File: src/rtl/clock_enable_gen.sv
// ---------------------------------------------------------------------------
// clock_enable_gen
//
// Clock-enable generator running entirely on the fast MMCM clock. Each channel
// produces a one-cycle enable strobe (CE) and a square-wave phase flag (PHASE)
// at a runtime-programmable integer divide ratio. It stands in for extra MMCM
// outputs and global buffers when driving slow pixel/camera/VGA logic.
//
// All outputs stay low until the MMCM lock indicator has been continuously
// high for LOCK_WAIT cycles (after a 2-FF synchroniser). A SYNC pulse restarts
// every channel counter together so that all strobes line up.
//
// Ports:
//   CLK_100  in   fast system clock (MMCM output)
//   RST_N    in   asynchronous active-low reset
//   LOCKED   in   MMCM lock, asynchronous; synchronised internally
//   SYNC     in   synchronous pulse; realigns all channels (RUN only)
//   DIV      in   channel i ratio at [i*DIV_W +: DIV_W]; 0 and 1 = every cycle
//   CE       out  per-channel one-cycle enable strobe (registered)
//   PHASE    out  per-channel square wave, high for the first ceil(N/2)
//                 cycles of each period (registered)
//   READY    out  high while the block is in RUN (registered)
//
// There are no valid/ready handshakes on this block: CE is a free-running
// strobe and READY is a level qualifier, both valid on every clock cycle.
// ---------------------------------------------------------------------------
module clock_enable_gen #(
    parameter int NUM_CH    = 2,
    parameter int DIV_W     = 8,
    parameter int LOCK_WAIT = 1024
) (
    input  logic                    CLK_100,
    input  logic                    RST_N,
    input  logic                    LOCKED,
    input  logic                    SYNC,
    input  logic [NUM_CH*DIV_W-1:0] DIV,
    output logic [NUM_CH-1:0]       CE,
    output logic [NUM_CH-1:0]       PHASE,
    output logic                    READY
);

    localparam int                 SET_W    = (LOCK_WAIT > 1) ? $clog2(LOCK_WAIT) : 1;
    localparam logic [SET_W-1:0]   SET_LAST = SET_W'(LOCK_WAIT - 1);
    localparam logic [SET_W-1:0]   SET_ONE  = SET_W'(1);
    localparam logic [DIV_W-1:0]   DIV_ONE  = DIV_W'(1);
    localparam logic [DIV_W:0]     HALF_ONE = (DIV_W + 1)'(1);

    typedef enum logic [1:0] {
        WAIT_LOCK = 2'd0,
        SETTLE    = 2'd1,
        RUN       = 2'd2
    } state_t;

    state_t             state;
    logic               lock_meta;
    logic               lock_s;
    logic [SET_W-1:0]   settle_cnt;

    // Per-channel counter and the ratio it is currently running with.
    logic [DIV_W-1:0]   cnt       [NUM_CH];
    logic [DIV_W-1:0]   nact      [NUM_CH];
    logic [DIV_W-1:0]   cnt_next  [NUM_CH];
    logic [DIV_W-1:0]   nact_next [NUM_CH];
    logic [DIV_W-1:0]   div_eff   [NUM_CH];
    logic [DIV_W:0]     half      [NUM_CH];
    logic [NUM_CH-1:0]  wrap;
    logic [NUM_CH-1:0]  ce_next;
    logic [NUM_CH-1:0]  phase_next;
    logic               run_next;
    logic               restart;

    // -----------------------------------------------------------------------
    // Lock synchroniser
    // -----------------------------------------------------------------------
    always_ff @(posedge CLK_100 or negedge RST_N) begin
        if (!RST_N) begin
            lock_meta <= 1'b0;
            lock_s    <= 1'b0;
        end else begin
            lock_meta <= LOCKED;
            lock_s    <= lock_meta;
        end
    end

    // -----------------------------------------------------------------------
    // Whether the block will be in RUN during the next cycle. The outputs are
    // registered from the next-cycle counter values so that CE/PHASE/READY
    // line up with the counter state they describe.
    // -----------------------------------------------------------------------
    always_comb begin
        run_next = 1'b0;
        if (lock_s) begin
            if (state == RUN) begin
                run_next = 1'b1;
            end else if (state == SETTLE && settle_cnt == SET_LAST) begin
                run_next = 1'b1;
            end
        end
    end

    // Counters restart whenever we are not running, or are about to leave
    // RUN because lock was lost. Lock loss therefore wins over SYNC and wrap.
    assign restart = (state != RUN) || !lock_s;

    // -----------------------------------------------------------------------
    // Per-channel next-state and output decode
    // -----------------------------------------------------------------------
    always_comb begin
        ce_next    = '0;
        phase_next = '0;
        wrap       = '0;
        for (int i = 0; i < NUM_CH; i++) begin
            div_eff[i]   = '0;
            cnt_next[i]  = '0;
            nact_next[i] = '0;
            half[i]      = '0;
        end

        for (int i = 0; i < NUM_CH; i++) begin
            // A ratio of 0 is treated like 1 (strobe every cycle).
            div_eff[i] = (DIV[i*DIV_W +: DIV_W] == '0) ? DIV_ONE
                                                      : DIV[i*DIV_W +: DIV_W];
            wrap[i]    = (cnt[i] == nact[i] - DIV_ONE);

            // The ratio is only sampled at a period boundary (restart, SYNC
            // or wrap), so a mid-period DIV change never truncates or
            // stretches the period already in progress.
            if (restart || SYNC || wrap[i]) begin
                cnt_next[i]  = '0;
                nact_next[i] = div_eff[i];
            end else begin
                cnt_next[i]  = cnt[i] + DIV_ONE;
                nact_next[i] = nact[i];
            end

            // ceil(N/2) computed one bit wider so N = 2^DIV_W-1 cannot overflow.
            half[i]       = ({1'b0, nact_next[i]} + HALF_ONE) >> 1;
            ce_next[i]    = (cnt_next[i] == '0);
            phase_next[i] = ({1'b0, cnt_next[i]} < half[i]);
        end
    end

    // -----------------------------------------------------------------------
    // Channel counters
    // -----------------------------------------------------------------------
    always_ff @(posedge CLK_100 or negedge RST_N) begin
        if (!RST_N) begin
            for (int i = 0; i < NUM_CH; i++) begin
                cnt[i]  <= '0;
                nact[i] <= DIV_ONE;
            end
        end else begin
            for (int i = 0; i < NUM_CH; i++) begin
                cnt[i]  <= cnt_next[i];
                nact[i] <= nact_next[i];
            end
        end
    end

    // -----------------------------------------------------------------------
    // Lock qualification FSM with registered outputs
    // -----------------------------------------------------------------------
    always_ff @(posedge CLK_100 or negedge RST_N) begin
        if (!RST_N) begin
            state      <= WAIT_LOCK;
            settle_cnt <= '0;
            READY      <= 1'b0;
            CE         <= '0;
            PHASE      <= '0;
        end else begin
            case (state)
                WAIT_LOCK: begin
                    settle_cnt <= '0;
                    if (lock_s) begin
                        state <= SETTLE;
                    end
                end
                SETTLE: begin
                    if (!lock_s) begin
                        state      <= WAIT_LOCK;
                        settle_cnt <= '0;
                    end else if (settle_cnt == SET_LAST) begin
                        state <= RUN;
                    end else begin
                        settle_cnt <= settle_cnt + SET_ONE;
                    end
                end
                RUN: begin
                    if (!lock_s) begin
                        state      <= WAIT_LOCK;
                        settle_cnt <= '0;
                    end
                end
                default: begin
                    state      <= WAIT_LOCK;
                    settle_cnt <= '0;
                end
            endcase

            READY <= run_next;
            CE    <= run_next ? ce_next    : '0;
            PHASE <= run_next ? phase_next : '0;
        end
    end

endmodule
File: config.mk
export PLATFORM = sky130hd
export DESIGN_NAME = clock_enable_gen
export DESIGN_NICKNAME = d
export VERILOG_FILES = /design/src/rtl/clock_enable_gen.sv
export SDC_FILE = /design/constraint.sdc
export NUM_CORES = 1
export LEC_CHECK = 0
export ABC_AREA = 1
export CAP_MARGIN = 20
export CORE_AREA = 3 3 88 90
export CTS_CLUSTER_SIZE = 14
export DETAILED_ROUTE_END_ITERATION = 10
export DIE_AREA = 0 0 91 93
export PLACE_DENSITY_LB_ADDON = 0.1
export SYNTH_ARGS = -nofsm -noshare
export SYNTH_HDL_FRONTEND = slang
export SYNTH_SLANG_ARGS = --single-unit
export TNS_END_PERCENT = 10
File: constraint.sdc
create_clock -name CLK_100 -period 3.3 [get_ports CLK_100]
set_input_delay 0.99 -clock CLK_100 [delete_from_list [all_inputs] [get_ports CLK_100]]
set_output_delay 0.99 -clock CLK_100 [all_outputs]
set_load 0.05 [all_outputs]
==> results of run 1 <==
## through the flow
stage          setup WS [ns]  TNS, ns  std cells
2_1_floorplan          0.280        0        489
3_3_place_gp         -0.0734   -0.126        636
3_5_place_dp          -0.166   -0.288        636
4_1_cts               0.0444        0        644
5_1_grt              -0.0308  -0.0308        651
6_report               0.176        0        651
## Yosys cell counts, types with 6 or more instances
| cell | n |
|---|---|
| inv_2 | 9 |
| o21ai_1 | 6 |
| dfrtp_1 | 49 |
| o21ai_2 | 7 |
| nand3_1 | 31 |
| xnor2_1 | 7 |
| nor2_1 | 48 |
| nor3_1 | 11 |
| nand2_1 | 145 |
| inv_1 | 62 |
| ha_1 | 21 |
| nand4_1 | 7 |
| xor2_1 | 10 |
| nand2_2 | 6 |
| nor2_2 | 11 |
| a21oi_1 | 22 |
| o21ai_0 | 8 |
## final cells by class
class,count,area share [%]
clock inverter,3,1.01
multi-input combinational,364,47.2
tap,99,2.85
timing repair buffer,58,11.7
clock buffer,5,1.59
inverter,71,6.20
sequential,51,29.5
## per-layer routing
| layer | wire length, µm | vias up | part of all wire [%] | GRT usage (%) |
|---|---|---|---|---|
| li1 | - | 1677 | - | - |
| met5 | 0 | - | 0 | 0 |
| met4 | 102 | 0 | 1.2 | 5.78 |
| met1 | 4150 | 1477 | 49 | 27.9 |
| met3 | 324 | 10 | 3.8 | 3.86 |
| met2 | 3910 | 44 | 46 | 32.6 |
## cells by family (layout without fill, tap and decap cells)
kind of cell | after synthesis | in the layout | synth area share, %
DFF | 51 | 51 | 36.3
AOI/OAI and AO/OA | 49 | 49 | 8.14
xor gates and xnor gates | 17 | 17 | 4.23
adders and majority gates | 21 | 21 | 7.46
buffers and inverters | 75 | 137 | 8.85
and+or+nand+nor | 276 | 277 | 35.0
## sequential cells by signal, indices dropped and copies added (netlist names)
register and count:
settle_cnt 10, lock_s 1, cnt 16, PHASE 2, nact 16, lock_meta 1, CE 2, READY 1
state 2
## worst reg2reg max path, delay by kind of cell (launching register included)
family                     cells  cell delay, ns
and+or+nand+nor                9            0.84
AOI/OAI and AO/OA              4            0.54
adders and majority gates      3            0.84
buffers and inverters          3            0.23
DFF                            1            0.58
## repair_timing
action                     CTS  global route
setup buffers                0             6
setup endpoints to repair    0             2
resized for setup            0            24
## how the worst max path moves through the flow
stage                  from        to  slack, ns
detailed placement   DIV[0]  PHASE[0]      -0.17
global route        nact[8]  PHASE[0]      -0.03
global placement     DIV[9]  PHASE[1]      -0.07
floorplan           nact[8]  PHASE[0]       0.28
CTS                 nact[8]  PHASE[0]       0.04
finish                 SYNC  PHASE[1]       0.18
## power by group through the flow
stage | Sequential [mW] | Combinational [mW] | Clock, mW
detailed placement | 0.678 | 0.205 | 0
global placement | 0.678 | 0.200 | 0
global route | 0.669 | 0.250 | 0.490
floorplan | 0.672 | 0.125 | 0
finish | 0.666 | 0.218 | 0.450
CTS | 0.666 | 0.205 | 0.467
==> impl_metrics.json, run 1 <==
{
  "avgSynthCellArea_um2": 7.20,
  "die_h_um": 93,
  "cpPeakStageDelay_ns": 0.44,
  "root_buffer": "clkbuf_8",
  "p_total_mw": 1.33,
  "grt_max_degree": 31,
  "yosys_warnings": 0,
  "final_common_cell": "nand2_1",
  "seq_area_um2": 1280,
  "clk_path_buf_depth": 2,
  "async_flop_share_pct": 100,
  "htree_levels": 2,
  "ctsHoldBuffers": 0,
  "firstDrtPassIters": 4,
  "drc": 0,
  "fillerInstances": 689,
  "cp-end-kind": "flip-flop",
  "cts_buffers": 5,
  "placed_cell_area_um2": 4060,
  "hold_path.class": "flip-flop to flip-flop",
  "grt_pass1_wl_um": 14000,
  "rr_endpoint": "PHASE[1]",
  "reg2reg_depth": 19,
  "hold-path-endpoint": "lock_s",
  "dieArea_um2": 8460,
  "worst_slew_pin_slew_ns": 0.720,
  "totalWireLength_um": 8490,
  "initialDrtViolationCount": 194,
  "p_sw_share_pct": 27.5,
  "setup.reg_to_reg.worst_slack_ns": 0.20,
  "groute.usage.overall_pct": 20.3,
  "critical_path.cell_chain": "clkdlybuf4s50_1, nor2_4, buf_12, nand2_8, o21ai_1, ha_2, buf_4, nand4_1, ha_1, a21oi_1, o211ai_1, a21oi_1",
  "syn_to_final_growth_pct": 23.2,
  "synthTopCellsByArea": "dfrtp_1 35%, nand2_1 15%, ha_1 7.5%",
  "dpl.hpwl_um": 6690,
  "p_per_area_nw_per_um2": 307,
  "wire_per_inst_um": 13.0,
  "avgViaCountPerCell": 4.93,
  "hold_path_depth": 0,
  "cpMaxStageDelayCell": "clkdlybuf4s50_1",
  "path_common_cell": "a21oi_1",
  "antenna_found_initial": 0,
  "synth.distinct_cells": 32,
  "row_count": 31,
  "initial_core_util_pct": 49.3,
  "syn-cell-area_um2": 3520,
  "p_seq_share_pct": 49.9,
  "postSynthCellCount": 489,
  "clkSinkCount": 51,
  "final_cell_mix": "142 x nand2_1, 61 x inv_1, 49 x dfrtp_1",
  "ys_seq_area_share_pct": 36.3,
  "grt_pass1_vias": 3028,
  "period_needed_ns": 3.12,
  "ant_nets": 0,
  "drive_above_1_share_pct": 18.3,
  "p_comb_share_pct": 16.3,
  "power_switching_uw": 367,
  "clk_latency_ns": 0.31,
  "startpoint_type": "input port",
  "path_buf_inv": 3,
  "critPathKind": "input port to flip-flop",
  "p_clk_share_pct": 33.7,
  "synth_nets": 530,
  "crit_required_ns": 3.54,
  "p_int_uw": 967,
  "slew_headroom_pct": 52.0,
  "die_x_um": 91,
  "fin_util_pct": 60.8,
  "whs_ns": 0.358,
  "design_area_um2": 4340,
  "ys_seq_elements": 51,
  "vdd_drop_max_uv": 201,
  "multiInputGateArea_um2": 2050,
  "synth_top_area_cell": "dfrtp_1",
  "critPathMaxFanout": 14,
  "final-hold-violation-count": 0,
  "core_um2": 7140,
  "fmax_mhz": 320,
  "period_share_pct": 94.7,
  "status": "finished clean",
  "slew_viol_final": 0,
  "io_buffers": 24,
  "ys.flop_type": "dfrtp_1",
  "pin_count": 25,
  "crit_cells": 12,
  "nNetsFinal": 592,
  "power_leakage_nw": 2.22,
  "clock_skew_ns": 0.00732,
  "clk_pin_slew_ns": 0.10,
  "synth_edf_count": 0,
  "setup_viol": 0,
  "cts_tree": "yes",
  "n_antenna_cell": 0,
  "maxCapViolCount": 0,
  "min_from": "lock_meta",
  "vias": 3208,
  "yosysTopAreaCellShare_pct": 34.8,
  "grt_overflow": 0,
  "cp.arrival_ns": 3.36,
  "r2r_start": "nact[0]",
  "gp_congestion": 0.881,
  "path_delay_family": "buffers and inverters"
}
Note: power is estimated with default switching activity, not from simulation.
==> run 2, diff against run 1 <==
- RECOVER_POWER: unset -> 25
==> run 2 against run 1 <==
The flow now finishes with violations (capacitance limit, slew limit). Sequential power hardly changed. Non-clock buffer count unchanged. Final cell count unchanged. Die area is the same. Critical path type unchanged. Critical endpoint unchanged. Largest cell class unchanged. Highest routed layer unchanged.
==> impl_metrics.json, run 2 (synthesis results as in run 1) <==
{
  "status": "finished, violations left",
  "failed_checks": "capacitance limit, slew limit",
  "totalWireLength_um": 8490,
  "final_cell_count_no_fill": 651,
  "io_buffers": 24,
  "path_common_cell": "a21oi_1",
  "final-hold-violation-count": 0,
  "vdd_drop_max_uv": 201,
  "antenna_found_initial": 0,
  "reg_top3": "cnt (16), nact (16), settle_cnt (10)",
  "whs_ns": 0.358,
  "grt_pass1_wl_um": 14000,
  "p_sw_share_pct": 27.5,
  "p_total_mw": 1.33,
  "design_area_um2": 4340,
  "startpoint_type": "input port",
  "p_per_area_nw_per_um2": 307,
  "vias": 3208,
  "clock_skew_ns": 0.00732,
  "cts_tree": "yes",
  "p_int_uw": 967,
  "clk_path_buf_depth": 2,
  "crit_required_ns": 3.54,
  "nNetsFinal": 592,
  "clk_latency_ns": 0.31,
  "core_um2": 7140,
  "drc": 0,
  "slew_headroom_pct": -14.9,
  "final_common_cell": "nand2_1",
  "firstDrtPassIters": 4,
  "rr_endpoint": "PHASE[1]",
  "cp-end-kind": "flip-flop",
  "clk_pin_slew_ns": 0.10,
  "maxCapViolCount": 1,
  "setup_viol": 0,
  "period_needed_ns": 3.12,
  "ctsHoldBuffers": 0,
  "min_from": "lock_meta",
  "cpPeakStageDelay_ns": 0.44,
  "root_buffer": "clkbuf_8",
  "n_antenna_cell": 0,
  "hold-path-endpoint": "lock_s",
  "groute.usage.overall_pct": 20.3,
  "p_clk_share_pct": 33.7,
  "setup_ws_ns": 0.176,
  "grt_overflow": 0,
  "gp_congestion": 0.881,
  "dieArea_um2": 8460,
  "path_buf_inv": 3,
  "setup.reg_to_reg.worst_slack_ns": 0.20,
  "clkSinkCount": 51,
  "initialDrtViolationCount": 194,
  "dpl.hpwl_um": 6690,
  "initial_core_util_pct": 49.3,
  "cts_buffers": 5,
  "wire_per_inst_um": 13.0,
  "r2r_start": "nact[0]",
  "period_share_pct": 94.7,
  "multiInputGateArea_um2": 2050,
  "pre_cts_ws_ns": -0.166,
  "p_comb_share_pct": 16.3,
  "hold_path_depth": 0,
  "pin_count": 25,
  "placed_cell_area_um2": 4060,
  "row_count": 31,
  "critical_path.cell_chain": "clkdlybuf4s50_1, nor2_4, buf_12, nand2_8, o21ai_1, ha_2, buf_4, nand4_1, ha_1, a21oi_1, o211ai_1, a21oi_1",
  "power_leakage_nw": 2.22,
  "cp.arrival_ns": 3.36,
  "worst_slew_pin_slew_ns": 1.72,
  "fmax_mhz": 320,
  "critPathKind": "input port to flip-flop",
  "htree_levels": 2,
  "dp.cells": 636,
  "p_seq_share_pct": 50.0,
  "syn_to_final_growth_pct": 23.2,
  "slew_viol_final": 31,
  "reg2reg_depth": 19,
  "final_cell_mix": "142 x nand2_1, 61 x inv_1, 49 x dfrtp_1",
  "drive_above_1_share_pct": 18.1,
  "critPathMaxFanout": 14,
  "seq_area_um2": 1280,
  "grt_max_degree": 31,
  "grt_pass1_vias": 3028,
  "die_x_um": 91,
  "hold_path.class": "flip-flop to flip-flop",
  "fillerInstances": 690,
  "cpMaxStageDelayCell": "clkdlybuf4s50_1",
  "path_delay_family": "buffers and inverters",
  "ant_nets": 0,
  "die_h_um": 93,
  "avgViaCountPerCell": 4.93,
  "power_switching_uw": 367
}
-- run 2: cell count changes in the layout (fill, tap and decap cells not counted) --
cell	previous run	this run
buf_2	1	0
dlygate4sd3_1	0	1
clkdlybuf4s50_1	23	22
clkbuf_1	0	1
-- run 2: per-layer routing --
metal	up-vias	share of wire, %	global-route usage, %
met1	1477	49	27.9
met4	0	1.2	5.78
met3	10	3.8	3.86
met2	44	46	32.6
met5	-	0	0
li1	1677	-	-
-- run 2: what timing repair did --
action,4_1_cts,5_1_grt
resized for setup,0,24
setup endpoints to repair,0,2
buffers inserted,0,6
-- run 2: cell type report --
type                    count  area share (%)
clock inverters             3            1.01
inverters                  71            6.20
clock buffers               5            1.59
well taps                  99            2.86
flip-flops and latches     51            29.5
repair buffers             58            11.7
multi-input cells         364            47.2
-- run 2: power by group through the flow --
stage | sequential (mW) | combinational, mW | clock [mW]
global route | 0.669 | 0.249 | 0.490
CTS | 0.666 | 0.205 | 0.467
floorplan | 0.672 | 0.125 | 0
finish | 0.666 | 0.217 | 0.450
global placement | 0.678 | 0.200 | 0
detailed placement | 0.678 | 0.205 | 0
-- run 2: worst max path at each step --
| stage | start | end | slack, ns | depth (start not counted) |
|---|---|---|---|---|
| after floorplan | nact[8] | PHASE[0] | 0.28 | 22 |
| after global placement | DIV[9] | PHASE[1] | -0.07 | 15 |
| after detailed placement | DIV[0] | PHASE[0] | -0.17 | 15 |
| after CTS | nact[8] | PHASE[0] | 0.04 | 21 |
| after global routing | nact[8] | PHASE[0] | -0.03 | 20 |
| final | SYNC | PHASE[1] | 0.18 | 12 |
-- run 2: metrics by stage --
stage	util (%)	setup TNS (ns)
after floorplan	-	0
after global placement	56.9	-0.126
after detailed placement	56.9	-0.288
after CTS	58.4	0
after global routing	60.8	-0.0308
final	60.8	0
==> run 3, diff against run 2 <==
- RECOVER_POWER: 25 -> unset
- REMOVE_ABC_BUFFERS: unset -> 1
==> run 3 against run 2 <==
The run now ends clean. Hold slack gained 0.0083 ns. Die area stayed put. Sequential power barely moved. Count of clock-buffer cells in the layout rose by 1. Highest routed layer unchanged.
==> impl_metrics.json, run 3 (synthesis results as in run 1) <==
{
  "fmax_mhz": 319,
  "avgViaCountPerCell": 4.96,
  "hold_path_depth": 0,
  "die_h_um": 93,
  "die_x_um": 91,
  "grt_overflow": 0,
  "startpoint_type": "input port",
  "cpPeakStageDelay_ns": 0.47,
  "syn_to_final_growth_pct": 21.8,
  "initialDrtViolationCount": 176,
  "htree_levels": 2,
  "drc": 0,
  "hold_path.class": "flip-flop to flip-flop",
  "final-hold-violation-count": 0,
  "status": "finished clean",
  "root_buffer": "clkbuf_8",
  "dpl.hpwl_um": 6700,
  "drive_above_1_share_pct": 18.4,
  "cp.arrival_ns": 3.37,
  "clk_latency_ns": 0.31,
  "grt_pass1_vias": 3188,
  "cp-startpoint": "DIV[11]",
  "cts_tree": "yes",
  "whs_ns": 0.366,
  "n_antenna_cell": 0,
  "maxCapViolCount": 0,
  "worst_slew_pin_slew_ns": 0.613,
  "grt_pass1_wl_um": 14400,
  "r2r_start": "nact[0]",
  "nNetsFinal": 594,
  "vias": 3242,
  "period_share_pct": 94.9,
  "p_total_mw": 1.27,
  "io_buffers": 24,
  "min_from": "lock_meta",
  "p_per_area_nw_per_um2": 296,
  "slew_headroom_pct": 59.2,
  "critPathKind": "input port to flip-flop",
  "ctsHoldBuffers": 0,
  "reg2reg_depth": 19,
  "rr_endpoint": "PHASE[1]",
  "power_leakage_nw": 2.20,
  "setup.reg_to_reg.worst_slack_ns": 0.23,
  "clk_path_buf_depth": 2,
  "groute.usage.overall_pct": 20.9,
  "core_um2": 7140,
  "antenna_found_initial": 0,
  "critical_path.cell_chain": "clkdlybuf4s50_1, nor4_1, a21o_1, nand2_1, o21ai_2, ha_2, nand3_1, xor2_1, ha_1, a21oi_1, nand2_1, a21oi_1",
  "final_cell_mix": "144 x nand2_1, 61 x inv_1, 49 x dfrtp_1",
  "final_common_cell": "nand2_1",
  "critPathMaxFanout": 5,
  "gp_congestion": 0.906,
  "dieArea_um2": 8460,
  "pin_count": 25,
  "wire_per_inst_um": 12.9,
  "reg_top3": "cnt (16), nact (16), settle_cnt (10)",
  "setup_viol": 0,
  "grt_max_degree": 27,
  "vdd_drop_max_uv": 280,
  "firstDrtPassIters": 6,
  "crit_required_ns": 3.54,
  "slew_viol_final": 0,
  "cts_buffers": 5,
  "clkSinkCount": 51,
  "clock_skew_ns": 0.0177,
  "cpMaxStageDelayCell": "clkdlybuf4s50_1",
  "initial_core_util_pct": 49.3,
  "clk_pin_slew_ns": 0.11,
  "cp-end-kind": "flip-flop",
  "hold-path-endpoint": "lock_s",
  "totalWireLength_um": 8430,
  "ant_nets": 0,
  "row_count": 31,
  "period_needed_ns": 3.13
}
run 3: cell types whose count changed in the layout (fill, tap and decap cells not counted), moves of 2 or more:
| cell | before | now |
|---|---|---|
| nor2_4 | 3 | 1 |
| o21ai_2 | 7 | 9 |
| nor2_2 | 11 | 13 |
| nand2_4 | 5 | 3 |
| buf_4 | 32 | 35 |
| nand2_1 | 142 | 144 |
run 3: worst max-delay path by stage:
stage               slack, ns        to
CTS                      0.03  PHASE[0]
global route           -0.006  PHASE[0]
global placement        -0.27  PHASE[1]
detailed placement      -0.30  PHASE[1]
finish                   0.17  PHASE[1]
floorplan                0.29  PHASE[0]
run 3: metrics by stage:
stage | cells | setup WS, ns | util, % | TNS, ns | area (µm²)
after floorplan | 485 | 0.294 | - | 0 | 3480
after global placement | 639 | -0.268 | 57.2 | -0.409 | 4080
after detailed placement | 639 | -0.296 | 57.2 | -0.462 | 4080
after CTS | 647 | 0.0343 | 58.6 | 0 | 4180
after global routing | 653 | -0.00556 | 60.1 | -0.00556 | 4290
final | 653 | 0.169 | 60.1 | 0 | 4290
run 3: layout make-up:
class | count | area (µm²)
fillers | 671 | 2850
multi-input cells | 364 | 2000
flip-flops and latches | 51 | 1280
repair buffers | 60 | 518
inverters | 71 | 267
well taps | 99 | 124
clock buffers | 6 | 82.6
clock inverters | 2 | 16.3
run 3: metal layers:
metal,wire (µm),global-route usage (%)
met3,219,2.82
met1,3930,27.2
met5,0,0
met2,4140,36.2
met4,144,6.66
run 3: repair_timing:
item / 4_1_cts / 5_1_grt
buffers inserted: 0 / 5
setup endpoints to repair: 0 / 2
resized for setup: 0 / 15
run 3: report_power, final:
group | total [mW] | switching [mW] | internal (mW)
clock | 0.388 | 0.216 | 0.172
sequential | 0.666 | 0.0198 | 0.647
combinational | 0.217 | 0.122 | 0.0954
total | 1.27 | 0.358 | 0.914
run 3: critical path, delay by kind of cell:
kind                     cells  cell delay [ns]
AND/OR/NAND/NOR              4             0.64
XOR/XNOR                     1             0.16
AO/OA/AOI/OAI                4             0.53
adder cells (fa/ha/maj)      2             0.56
buffers and inverters        1             0.47
==> RTL change, RTL diff (config.mk and constraints of run 2) <==
Encoding of `state_t`: now one-hot (3 bits for 3 states).
--- a/src/rtl/clock_enable_gen.sv
+++ b/src/rtl/clock_enable_gen.sv
@@ -47,6 +47,6 @@
 
-    typedef enum logic [1:0] {
-        WAIT_LOCK = 2'd0,
-        SETTLE    = 2'd1,
-        RUN       = 2'd2
+    typedef enum logic [2:0] {
+        WAIT_LOCK = 3'b001,
+        SETTLE    = 3'b010,
+        RUN       = 3'b100
     } state_t;
Function: no difference found for any inputs over 10 cycles, from zero or initial values and one cycle with RST_N low; not proved beyond that.
==> RTL change against run 2 <==
Sequential share of layout area fell by 1.6 points. The flow still finishes with violations (capacitance limit, slew limit). Routed wire length rose by 9.0%. Non-clock buffer count rose by 15. Critical path type unchanged. Worst setup slack got worse by 23 ps. Sequential cell count rose by 1. Synthesized area rose by 4.4%. Combinational power rose by 18%. Total power rose by 0.14%. Cell count rose by 5.2%. Final area rose by 8.0%.
==> RTL change: results <==
{
  "cts_buffer_depth": 2,
  "finish.net_count": 626,
  "cp.arrival_ps": 3340,
  "worst_r2r_path_depth": 24,
  "htree_levels": 2,
  "ys_warn_count": 0,
  "synth-adder-area-share_pct": 7.15,
  "clk_pin_slew_ps": 90,
  "rr_endpoint": "PHASE[0]",
  "grtUsageTotal_pct": 21.1,
  "synth_nets": 549,
  "seq_area_frac_synth_pct": 35.5,
  "first_pass_iters": 5,
  "grt_pass1_wl_um": 14600,
  "hpwlAfterDp_um": 6820,
  "synthXorXnorAreaFrac_pct": 4.05,
  "r2r_slack_ps": 160,
  "peakVddDrop_v": 0.000178,
  "synth_mux_area_share_pct": 0,
  "drive_gt1_share_pct": 22.7,
  "wl_um": 9260,
  "hold_class": "register to register",
  "ys_types": 39,
  "globalplace.congestion": 0.852,
  "antenna_found_initial": 0,
  "maxSlewViolCount": 39,
  "power_leakage_nw": 2.35,
  "cts_buffers": 5,
  "dpl-instance-area_um2": 4190,
  "critPathSlowestCell": "clkdlybuf4s50_1",
  "antenna_cells": 0,
  "cp_top_family": "simple AND/OR/NAND/NOR gates",
  "path_max_fanout": 6,
  "maxCapViolations": 1,
  "ys.flop_type": "dfrtp_1",
  "hold_end": "lock_s",
  "violations": "capacitance limit, slew limit",
  "grt_pass1_vias": 3094,
  "vias": 3461,
  "r2r_start": "nact[8]",
  "grt_max_degree": 39,
  "synth_common_cells": "145 x nand2_1, 70 x inv_1, 49 x dfrtp_1",
  "hold_slack_ps": 360,
  "synth_compound_area_share_pct": 8.34,
  "top_regs": "cnt x16, nact x16, settle_cnt x10",
  "outcome": "complete, but fails checks",
  "netlist_top_cells_area": "dfrtp_1 33%, nand2_1 15%, ha_1 7.2%",
  "port_buffers": 24,
  "max_stage_delay_ps": 500,
  "slew_headroom_pct": -35.0,
  "clk_latency_ps": 310,
  "fillers": 659,
  "finClkSkew_ps": 8.15,
  "drt_iter0_drc": 220
}
## RTL change: cell types whose count changed after synthesis, moves of 3 or more
cell,change
nand3_1,+11
nand2_2,+8
a21oi_1,-5
nor2_2,-3
nor3_1,-3
buf_6,-4
inv_1,+8
## RTL change: worst max-delay path by stage
stage                    end    start  slack (ps)
global placement    PHASE[0]   DIV[5]         -90
floorplan           PHASE[0]  nact[8]         210
detailed placement  PHASE[0]   DIV[5]         -90
CTS                 PHASE[0]  nact[8]          30
finish              PHASE[1]     SYNC         150
global route        PHASE[0]  nact[8]        -130
## RTL change: through the flow
stage,cells,worst slack [ps],utilization (%)
finish,685,153,65.7
floorplan,508,210,-
global placement,653,-89.9,58.8
detailed placement,653,-91.2,58.8
CTS,663,33.6,60.3
global route,685,-126,65.7
## RTL change: layout make-up
type                       count  area share [%]
clock buffer                   8            1.92
multi-input combinational    374            47.3
tap                           99            2.64
inverter                      79            6.49
timing repair buffer          73            13.8
sequential                    52            27.9
## RTL change: logic make-up after synthesis
group	count (synthesis)
DFF	52
xor gates and xnor gates	17
adders and majority gates	21
and+or+nand+nor	287
buffers and inverters	83
AOI/OAI and AO/OA	48
## RTL change: timing repair
action                                 CTS  global route
setup buffers                            2            20
gates cloned                             0             2
gates resized for setup                  2            45
endpoints found under the hold margin    0             0
pin swaps                                1            28
setup endpoints to repair                1             2
## RTL change: report_power, final
group	internal [W]	total (W)	switching [W]
Sequential	0.000667	0.000698	0.0000307
Clock	0.000172	0.000381	0.000209
Combinational	0.000110	0.000257	0.000147
## RTL change: worst reg2reg max path: cells and delay by family, from the launching register on
kind	cells	cell delay, ps
compound gates	1	120
xor+xnor	1	160
fa+ha+maj	3	730
buf+inv	4	260
flops	1	600
simple gates	15	1200
## RTL change: routing by layer
layer	wire length, um	up-vias	GRT usage, %
met4	103	0	4.02
met5	0	-	0
met2	4180	84	32.9
li1	-	1766	-
met1	4580	1597	31.5
met3	398	14	2.90
